**src/rtl/fetch_pkg.sv**
```systemverilog
// fetch_pkg: shared state type and instruction width for the fetch sequencer
package fetch_pkg;
    typedef enum logic [1:0] {IDLE, LOAD, RUN, DONE} fetch_state_t;
    localparam int INSTR_W = 9;
endpackage

```
**src/rtl/fetch_pc_next.sv**
```systemverilog
// fetch_pc_next: next-PC mux choosing increment, absolute or sign-extended relative target, D-bit wrap
module fetch_pc_next #(
    parameter int D = 12,
    parameter int OFF_W = 8
) (
    input  logic [D-1:0]     pc,
    input  logic [D-1:0]     instr_pc,
    input  logic [D-1:0]     branch_target,
    input  logic [OFF_W-1:0] branch_offset,
    input  logic             redirect,
    input  logic             branch_rel,
    output logic [D-1:0]     next_pc
);
    logic [D-1:0] rel_target;
    assign rel_target = instr_pc + D'($signed(branch_offset));
    assign next_pc = !redirect ? pc + D'(1) : branch_rel ? rel_target : branch_target;
endmodule

```
**src/rtl/fetch_sequencer.sv**
```systemverilog
// fetch_sequencer: ROM load/start sequencing, program counter and one-entry fetch register for the decoder
module fetch_sequencer
    import fetch_pkg::*;
#(
    parameter int D = 12,
    parameter int LOAD_CYCLES = 2,
    parameter int OFF_W = 8
) (
    input  logic               clk,
    input  logic               reset,
    input  logic               start,
    output logic               rom_start,
    output logic [D-1:0]       programCounter,
    input  logic [INSTR_W-1:0] machineCode,
    output logic [INSTR_W-1:0] instr,
    output logic [D-1:0]       instr_pc,
    output logic               instr_valid,
    input  logic               instr_ready,
    input  logic               branch_taken,
    input  logic               branch_rel,
    input  logic [D-1:0]       branch_target,
    input  logic [OFF_W-1:0]   branch_offset,
    input  logic               halt,
    output logic               done,
    output logic               fault
);
    localparam int CW = $clog2(LOAD_CYCLES + 1);
    fetch_state_t state;
    logic [CW-1:0] cnt;
    logic pend, accept, load, redirect;
    logic [D-1:0] next_pc;
    assign accept = instr_valid & instr_ready;
    assign load = !instr_valid | accept;
    assign redirect = accept & branch_taken & !halt;
    fetch_pc_next #(.D(D), .OFF_W(OFF_W)) u_pc_next (
        .pc(programCounter),
        .instr_pc(instr_pc),
        .branch_target(branch_target),
        .branch_offset(branch_offset),
        .redirect(redirect),
        .branch_rel(branch_rel),
        .next_pc(next_pc)
    );
    // pend marks that the held instruction came from the last ROM address
    always_ff @(posedge clk or posedge reset) begin
        if (reset) begin
            state <= IDLE;
            cnt <= '0;
            pend <= 1'b0;
            programCounter <= '0;
            instr <= '0;
            instr_pc <= '0;
            instr_valid <= 1'b0;
            rom_start <= 1'b0;
            done <= 1'b0;
            fault <= 1'b0;
        end else begin
            case (state)
                IDLE, DONE: if (start) begin
                    state <= LOAD;
                    cnt <= '0;
                    rom_start <= 1'b1;
                    done <= 1'b0;
                    fault <= 1'b0;
                    pend <= 1'b0;
                    programCounter <= '0;
                end
                LOAD: if (cnt == CW'(LOAD_CYCLES - 1)) begin
                    state <= RUN;
                    rom_start <= 1'b0;
                    programCounter <= '0;
                end else cnt <= cnt + CW'(1);
                RUN: if (accept & halt) begin
                    state <= DONE;
                    done <= 1'b1;
                    instr_valid <= 1'b0;
                    pend <= 1'b0;
                end else if (redirect) begin
                    programCounter <= next_pc;
                    instr_valid <= 1'b0;
                    pend <= 1'b0;
                end else if (accept & pend) begin
                    state <= DONE;
                    done <= 1'b1;
                    fault <= 1'b1;
                    instr_valid <= 1'b0;
                    pend <= 1'b0;
                end else if (load) begin
                    instr <= machineCode;
                    instr_pc <= programCounter;
                    instr_valid <= 1'b1;
                    programCounter <= next_pc;
                    pend <= &programCounter;
                end
                default: state <= IDLE;
            endcase
        end
    end
endmodule
```
**config.mk**
```make
export PLATFORM = sky130hd
export DESIGN_NAME = fetch_sequencer
export DESIGN_NICKNAME = d
export VERILOG_FILES = /design/src/rtl/fetch_pkg.sv /design/src/rtl/fetch_pc_next.sv /design/src/rtl/fetch_sequencer.sv
export SDC_FILE = /design/constraint.sdc
export NUM_CORES = 1
export LEC_CHECK = 0
export ABC_CLOCK_PERIOD_IN_PS = 1950
export CAP_MARGIN = 20
export CORE_UTILIZATION = 46
export CTS_BUF_LIST = sky130_fd_sc_hd__clkbuf_4
export DETAILED_ROUTE_END_ITERATION = 7
export GPL_ROUTABILITY_DRIVEN = 0
export PLACE_DENSITY_LB_ADDON = 0.25
export SYNTH_ARGS = -nofsm -noshare
export SYNTH_HDL_FRONTEND = slang
export SYNTH_HIERARCHICAL = 1
export SYNTH_SLANG_ARGS = --single-unit
```
**constraint.sdc**
```tcl
create_clock -name clk -period 1.95 [get_ports clk]
set_input_delay 0.585 -clock clk [delete_from_list [all_inputs] [get_ports clk]]
set_output_delay 0.585 -clock clk [all_outputs]
set_load 0.02 [all_outputs]
```
==> results.md, run 1 <==
- Fmax: 475 MHz
- Gr ovfl total: 0
- Drt pass-1 iters: 4
- ANT cells: 0
- DRT iter0 DRCs: 164
- Leakage: 2.07 nW
- Buffer depth of the longest clock path: 2
- Vias in the first global route: 2620
- Dominant synthesized flop cell: dfrtp_1
- Chip height: 81.9 um
- Final Skew: 0.0118 ns
- Net Count, Synth: 351
- Sequential Area: 1050 um^2
- Crit Path Category: in -> reg
- Seq/Total Area, Yosys: 35.8%
- GRT met1 Usage: 32.2%
- Dpl hpwl: 5.67 mm
- Crit end category: register
- Failing checks: negative setup slack
- Hold Violations, Final: 0
- Pins Over Slew Limit: 0
- EDFF count, synth: 0
- Global-route wire length before repair: 12.5 mm
- Max Cap Violations: 0
- CTS tree: yes
- Die footprint: 6710 um^2
- Asr flop ratio synth: 100%
- GR peak layer: met2
- Total global-route track usage: 24.7%
- Total Power: 0.00471 W
- Met3 global-route usage: 4.89%
- Met2 Use GR: 41.3%
- Worst VDD drop: 0.861 mV
- Average cell area after synthesis: 9.86 um^2
- Sw Ratio: 41.1%
- Worst min path class: reg -> reg
- Final period util: 108%
- Clk_lat worst skew: 0.36 ns
- Reg clk slew, reported paths: 0.12 ns
- Max-Slew Margin vs Limit: 72.8%
- Crit-path max FO: 3
- Multi-input logic area: 1900 um^2
- Num rows: 28
- Most numerous cell in the Yosys netlist: dfrtp_1
- Final min period: 2.11 ns
- Core area: 6030 um^2
- Clock root buffer: clkbuf_4
- Clk sinks: 42
- Required @ worst endpoint: 2.24 ns
- WL/cell: 16.0 um
- RSZ-0062 raised after global routing: yes
- Yosys top cell area share: 35.8%
- Setup TNS: -0.812 ns
- Die width: 81.9 um
- Max incr delay on CP: 0.45 ns
- Critical path startpoint category: input port
- Flops & latches, synth: 42
- Clock power share: 11.7%
- Drt drc: 0
- Initial antenna violation count: 0
- Share of cells above drive strength 1: 27.7%
- CP Cell Sequence: clkdlybuf4s50_1, ha_4, o21a_1, o31a_1, nor2_2, o21ai_1, xnor2_1, a31oi_1, nand2_1, o21ai_2
- Cell Pwr Density: 1110 nW/um^2
- Int Pwr: 0.00277 W
- Psw: 0.00193 W
- Ports: 73
- Routed WL: 7.79 mm
- Starting Density: 48.8%
- Final worst slack: -0.156 ns
- IO buf count: 72
- Worst-Margin Slew: 0.403 ns
- Via count: 2622
- Post-route ant nets: 0
- Layout area overhead: 44.5%
- CP Data Arrival Time: 2.40 ns
- Run status: finished, violations left
- List of most frequent post-synthesis cells: dfrtp_1, nand2_1, o21ai_0, a21oi_1, mux2_4
- Total CTS buffers: 5
- Fillcell total: 508
- Yosys warns: 6
- Leading area contributor after synthesis: dfrtp_1
- Synth Instances: 298
- Hold buffers post-CTS: 0
- Via/cell ratio: 5.38
- Sequential share of power: 28.5%
- Crit path max-delay cell type: clkdlybuf4s50_1
- Top cells by area, synth: dfrtp_1, mux2_4, ha_1
- Nets: 465
- Largest net degree at the start of global routing: 43
- Netlist cell types: 52
- Combinational power share: 59.8%
- CP top delay family: compound AO/OA/AOI/OAI gates
- Synth Cell Area: 2940 um^2
- Buffers & Inverters on Critical Path: 1
- # setup viols final: 8
- CTS H-tree lvls: 2
==> routing by layer <==
layer  up-vias  wire [um]
met5         -          0
met4         0         84
met3        10        356
met2        63       3900
met1      1242       3440
li1       1307          -
==> logic make-up (layout without fill, tap and decap cells) <==
group / after synthesis / after routing / share of synthesized area, %
AOI/OAI and AO/OA: 89 / 89 / 19.9
and+or+nand+nor: 82 / 82 / 13.9
buffers and inverters: 23 / 137 / 4.90
muxes: 28 / 28 / 13.0
adders and majority gates: 17 / 17 / 7.49
DFF: 42 / 42 / 35.8
xor gates and xnor gates: 17 / 17 / 5.07
==> sequential cells by signal (all words and copies together) (netlist names) <==
register / flops
state: 2
programCounter: 12
cnt: 2
pend: 1
done: 1
instr: 9
instr_pc: 12
instr_valid: 1
fault: 1
rom_start: 1
==> final cells by class <==
type	instances	share of cell area, %
Multi-Input combinational cell	233	44.7
Timing Repair Buffer	118	25.6
Sequential cell	42	24.8
Tap cell	75	2.21
Inverter	12	1.06
Clock buffer	5	0.884
Clock inverter	2	0.795
==> cells in the final DEF, fill, tap and decap left out, types with 6 or more instances in the layout <==
master	instances
dlygate4sd2_1	34
nand2_1	29
nor2_1	15
clkdlybuf4s50_1	28
buf_4	42
dlymetal6s2s_1	8
ha_4	8
mux2_4	20
ha_1	8
o21ai_0	21
inv_1	10
a21oi_1	20
xnor2_1	14
o21ai_2	13
dfrtp_1	40
mux2i_1	6
==> power groups by stage <==
stage	clock [W]	sequential [W]	combinational [W]
global placement	0	0.00135	0.00276
floorplan	0	0.00158	0.00153
finish	0.000549	0.00134	0.00281
CTS	0.000558	0.00134	0.00280
detailed placement	0	0.00135	0.00282
global route	0.000596	0.00138	0.00305
==> metrics by stage <==
step | instances | setup slack [ns] | hold WS [ns] | cell area [um^2] | utilization (%)
floorplan | 298 | -0.163 | 0.500 | 3010 | -
global placement | 477 | -0.747 | 0.491 | 4090 | 67.9
detailed placement | 477 | -0.844 | 0.492 | 4090 | 67.9
CTS | 486 | -0.162 | 0.526 | 4200 | 69.8
global route | 487 | -0.223 | 0.537 | 4250 | 70.5
finish | 487 | -0.156 | 0.517 | 4250 | 70.5
==> worst paths after layout <==
kind	startpoint	endpoint	slack (ns)	cells past startpoint
min in group asynchronous	reset	programCounter[6]$_DFFE_PP0P_	0.56	3
worst min register to register	instr[5]$_DFFE_PP0P_	instr[5]$_DFFE_PP0P_	0.52	1
worst min-delay path	instr[5]$_DFFE_PP0P_	instr[5]$_DFFE_PP0P_	0.52	1
max in group asynchronous	reset	programCounter[8]$_DFFE_PP0P_	1.18	3
worst max register to register	instr_pc[0]$_DFFE_PP0P_	programCounter[9]$_DFFE_PP0P_	-0.14	10
worst max-delay path	branch_offset[4]	programCounter[10]$_DFFE_PP0P_	-0.16	10
==> what timing repair did <==
action                                  in CTS  in global routing
setup buffers                                2                  1
pin swaps                                   20                  6
gates resized for setup                     53                 11
endpoints found under the setup margin      39                 16
(Power assumes the default switching activity.)
==> inputs of run 2 (changes only) <==
--- a/config.mk
+++ b/config.mk
@@ -6,7 +6,7 @@
 export NUM_CORES = 1
 export LEC_CHECK = 0
 export ABC_CLOCK_PERIOD_IN_PS = 1950
-export CAP_MARGIN = 20
+export CAP_MARGIN = 40
 export CORE_UTILIZATION = 46
 export CTS_BUF_LIST = sky130_fd_sc_hd__clkbuf_4
 export DETAILED_ROUTE_END_ITERATION = 7
==> constraint.sdc (replaced) <==
create_clock -name clk -period 1.95 [get_ports clk]
set_input_delay 0.585 -clock clk [delete_from_list [all_inputs] [get_ports clk]]
set_output_delay 0.585 -clock clk [all_outputs]
set_load 0.01 [all_outputs]
==> results.md, run 2 (synthesized netlist as in run 1, its figures left out) <==
- Run status: finished, violations left
- Failing checks: negative setup slack
- Total CTS buffers: 5 (unchanged)
- Leakage: 2.22 nW (+7.3%)
- Starting Density: 48.8% (unchanged)
- Worst min path class: reg -> reg
- Worst-Margin Slew: 0.541 ns (+0.138 ns)
- Total global-route track usage: 25.2% (+0.57 points)
- Psw: 0.00187 W (-3.4%)
- Final worst slack: -0.330 ns (-0.174 ns)
- Reg clk slew, reported paths: 0.14 ns (+0.02 ns)
- DRT iter0 DRCs: 230 (+40%)
- # setup viols final: 8 (unchanged)
- Hold buffers post-CTS: 0 (unchanged)
- Fillcell total: 428 (-16%)
- Ports: 73 (unchanged)
- Required @ worst endpoint: 2.26 ns (+0.02 ns)
- Max-Slew Margin vs Limit: 63.0% (-9.8 points)
- Hold Violations, Final: 0 (unchanged)
- Critical Path End: programCounter[8]$_DFFE_PP0P_
- Clk sinks: 42 (unchanged)
- Via count: 2859 (+9.0%)
- Vias in the first global route: 2553 (-2.6%)
- Gr ovfl total: 0 (unchanged)
- Via/cell ratio: 5.55 (+3.1%)
- Routed WL: 8.41 mm (+8.0%)
- Beginning of the critical path: branch_offset[4]
- Most used cells in the layout excluding fill and tap cells: buf_4, clkdlybuf4s50_1, dfrtp_1
- Share of cells above drive strength 1: 34.1% (+6.4 points)
- Drt drc: 0 (unchanged)
- Clock root buffer: clkbuf_4
- RSZ-0062 raised after global routing: yes
- WL/cell: 16.3 um (+2.1%)
- Num rows: 28 (unchanged)
- CP Data Arrival Time: 2.59 ns (+0.19 ns)
- Core area: 6030 um^2 (unchanged)
- Initial antenna violation count: 0 (unchanged)
- Final Skew: 0.0136 ns (+0.00181 ns)
- Critical path startpoint category: input port
- Largest net degree at the start of global routing: 43 (unchanged)
- Combinational power share: 59.5% (-0.3 points)
- ANT cells: 0 (unchanged)
- FF-to-FF Start: instr_pc[0]$_DFFE_PP0P_
- Worst-case reg-to-reg path depth: 12 (+2)
- Cell Pwr Density: 1090 nW/um^2 (-1.3%)
- RR Endpoint: programCounter[8]$_DFFE_PP0P_
- Final core occ: 75.5% (+5.0 points)
- Clk_lat worst skew: 0.37 ns (about the same)
- Nets: 492 (+5.8%)
- CTS H-tree lvls: 2 (unchanged)
- Chip height: 81.9 um (unchanged)
- Worst VDD drop: 0.897 mV (+4.2%)
- Fmax: 439 MHz (-7.6%)
- Final min period: 2.28 ns (+0.174 ns)
- CTS tree: yes
- Reg2reg setup slack: -0.27 ns (-0.13 ns)
- Commonest non-fill, non-tap cell in the layout: buf_4
- Sw Ratio: 37.5% (-3.6 points)
- Final period util: 117% (+8.9 points)
- Crit Path Category: in -> reg
- Die footprint: 6710 um^2 (unchanged)
- Dpl hpwl: 5.50 mm (-3.1%)
- Global-route wire length before repair: 12.6 mm (+0.22%)
- Crit-path max FO: 3 (unchanged)
- Int Pwr: 0.00311 W (+12%)
- Die width: 81.9 um (unchanged)
- DP Worst Slack: -0.815 ns (+0.0298 ns)
- Buffer depth of the longest clock path: 2 (unchanged)
- Pins Over Slew Limit: 0 (unchanged)
- Post-route ant nets: 0 (unchanged)
- Sequential share of power: 26.3% (-2.2 points)
- Drt pass-1 iters: 5 (+1)
- IO buf count: 72 (unchanged)
- Clock power share: 14.1% (+2.4 points)
- Layout area overhead: 54.9%
- Top Registers: instr_pc x12, programCounter x12, instr x9
- Max Cap Violations: 0 (unchanged)
- Crit end category: register
[run 2: worst min path at each step]
| stage | from | to | depth (start not counted) |
|---|---|---|---|
| after detailed placement | instr[5]$_DFFE_PP0P_ | instr[5]$_DFFE_PP0P_ | 1 |
| after floorplan | cnt[1]$_DFFE_PP0P_ | cnt[1]$_DFFE_PP0P_ | 2 |
| after CTS | instr[5]$_DFFE_PP0P_ | instr[5]$_DFFE_PP0P_ | 1 |
| after global routing | instr[1]$_DFFE_PP0P_ | instr[1]$_DFFE_PP0P_ | 1 |
| after global placement | rom_start$_DFFE_PP0P_ | rom_start$_DFFE_PP0P_ | 2 |
| final | instr[5]$_DFFE_PP0P_ | instr[5]$_DFFE_PP0P_ | 1 |
[run 2: timing repair]
| item | CTS | global route |
|---|---|---|
| endpoints found under the hold margin | 0 | 0 |
| gates resized for setup | 30 | 24 |
| endpoints found under the setup margin | 27 | 23 |
| setup buffers | 15 | 16 |
| pin swaps | 15 | 10 |
[run 2: final cells by class]
type,instances,area (um^2),area share [%]
clock buffers,5,37.5,0.825
well taps,75,93.8,2.06
clock inverters,3,63.8,1.40
inverters,12,45.0,0.990
multi-input cells,233,1920,42.1
flip-flops and latches,42,1060,23.3
repair buffers,145,1330,29.3
[run 2: power groups by stage]
stage	sequential, W	combinational, W	clock, W
3_3_place_gp	0.00135	0.00260	0
5_1_grt	0.00134	0.00322	0.000754
3_5_place_dp	0.00136	0.00264	0
2_1_floorplan	0.00143	0.00153	0
4_1_cts	0.00131	0.00283	0.000710
6_report	0.00131	0.00296	0.000703
[run 2: worst max-delay path: stages]
cell and delay [ns]:
clkdlybuf4s50_1 0.46, ha_4 0.32, o21a_1 0.13, o31a_1 0.25, buf_6 0.15, o31ai_4 0.05
xnor2_1 0.17, mux2i_1 0.12, a21oi_1 0.17, nand2_1 0.07, o21ai_1 0.11
[run 2: per-stage QoR]
step | std cells | total power [W] | instance area [um^2] | hold slack [ns] | TNS, ns
2_1_floorplan | 298 | 0.00295 | 3010 | 0.500 | -0.469
3_3_place_gp | 476 | 0.00395 | 4080 | 0.491 | -10.24
3_5_place_dp | 476 | 0.00400 | 4080 | 0.492 | -10.66
4_1_cts | 499 | 0.00485 | 4360 | 0.527 | -1.78
5_1_grt | 515 | 0.00531 | 4550 | 0.541 | -2.09
6_report | 515 | 0.00498 | 4550 | 0.521 | -1.50
[run 2: metal layers]
layer  global-route usage, %  share of wire [%]  vias up
met5                       0                  0        -
met4                    7.72                1.7        0
met3                    5.11                6.4       16
met2                    41.5                 49      114
met1                    33.1                 43     1374
li1                        -                  -     1355
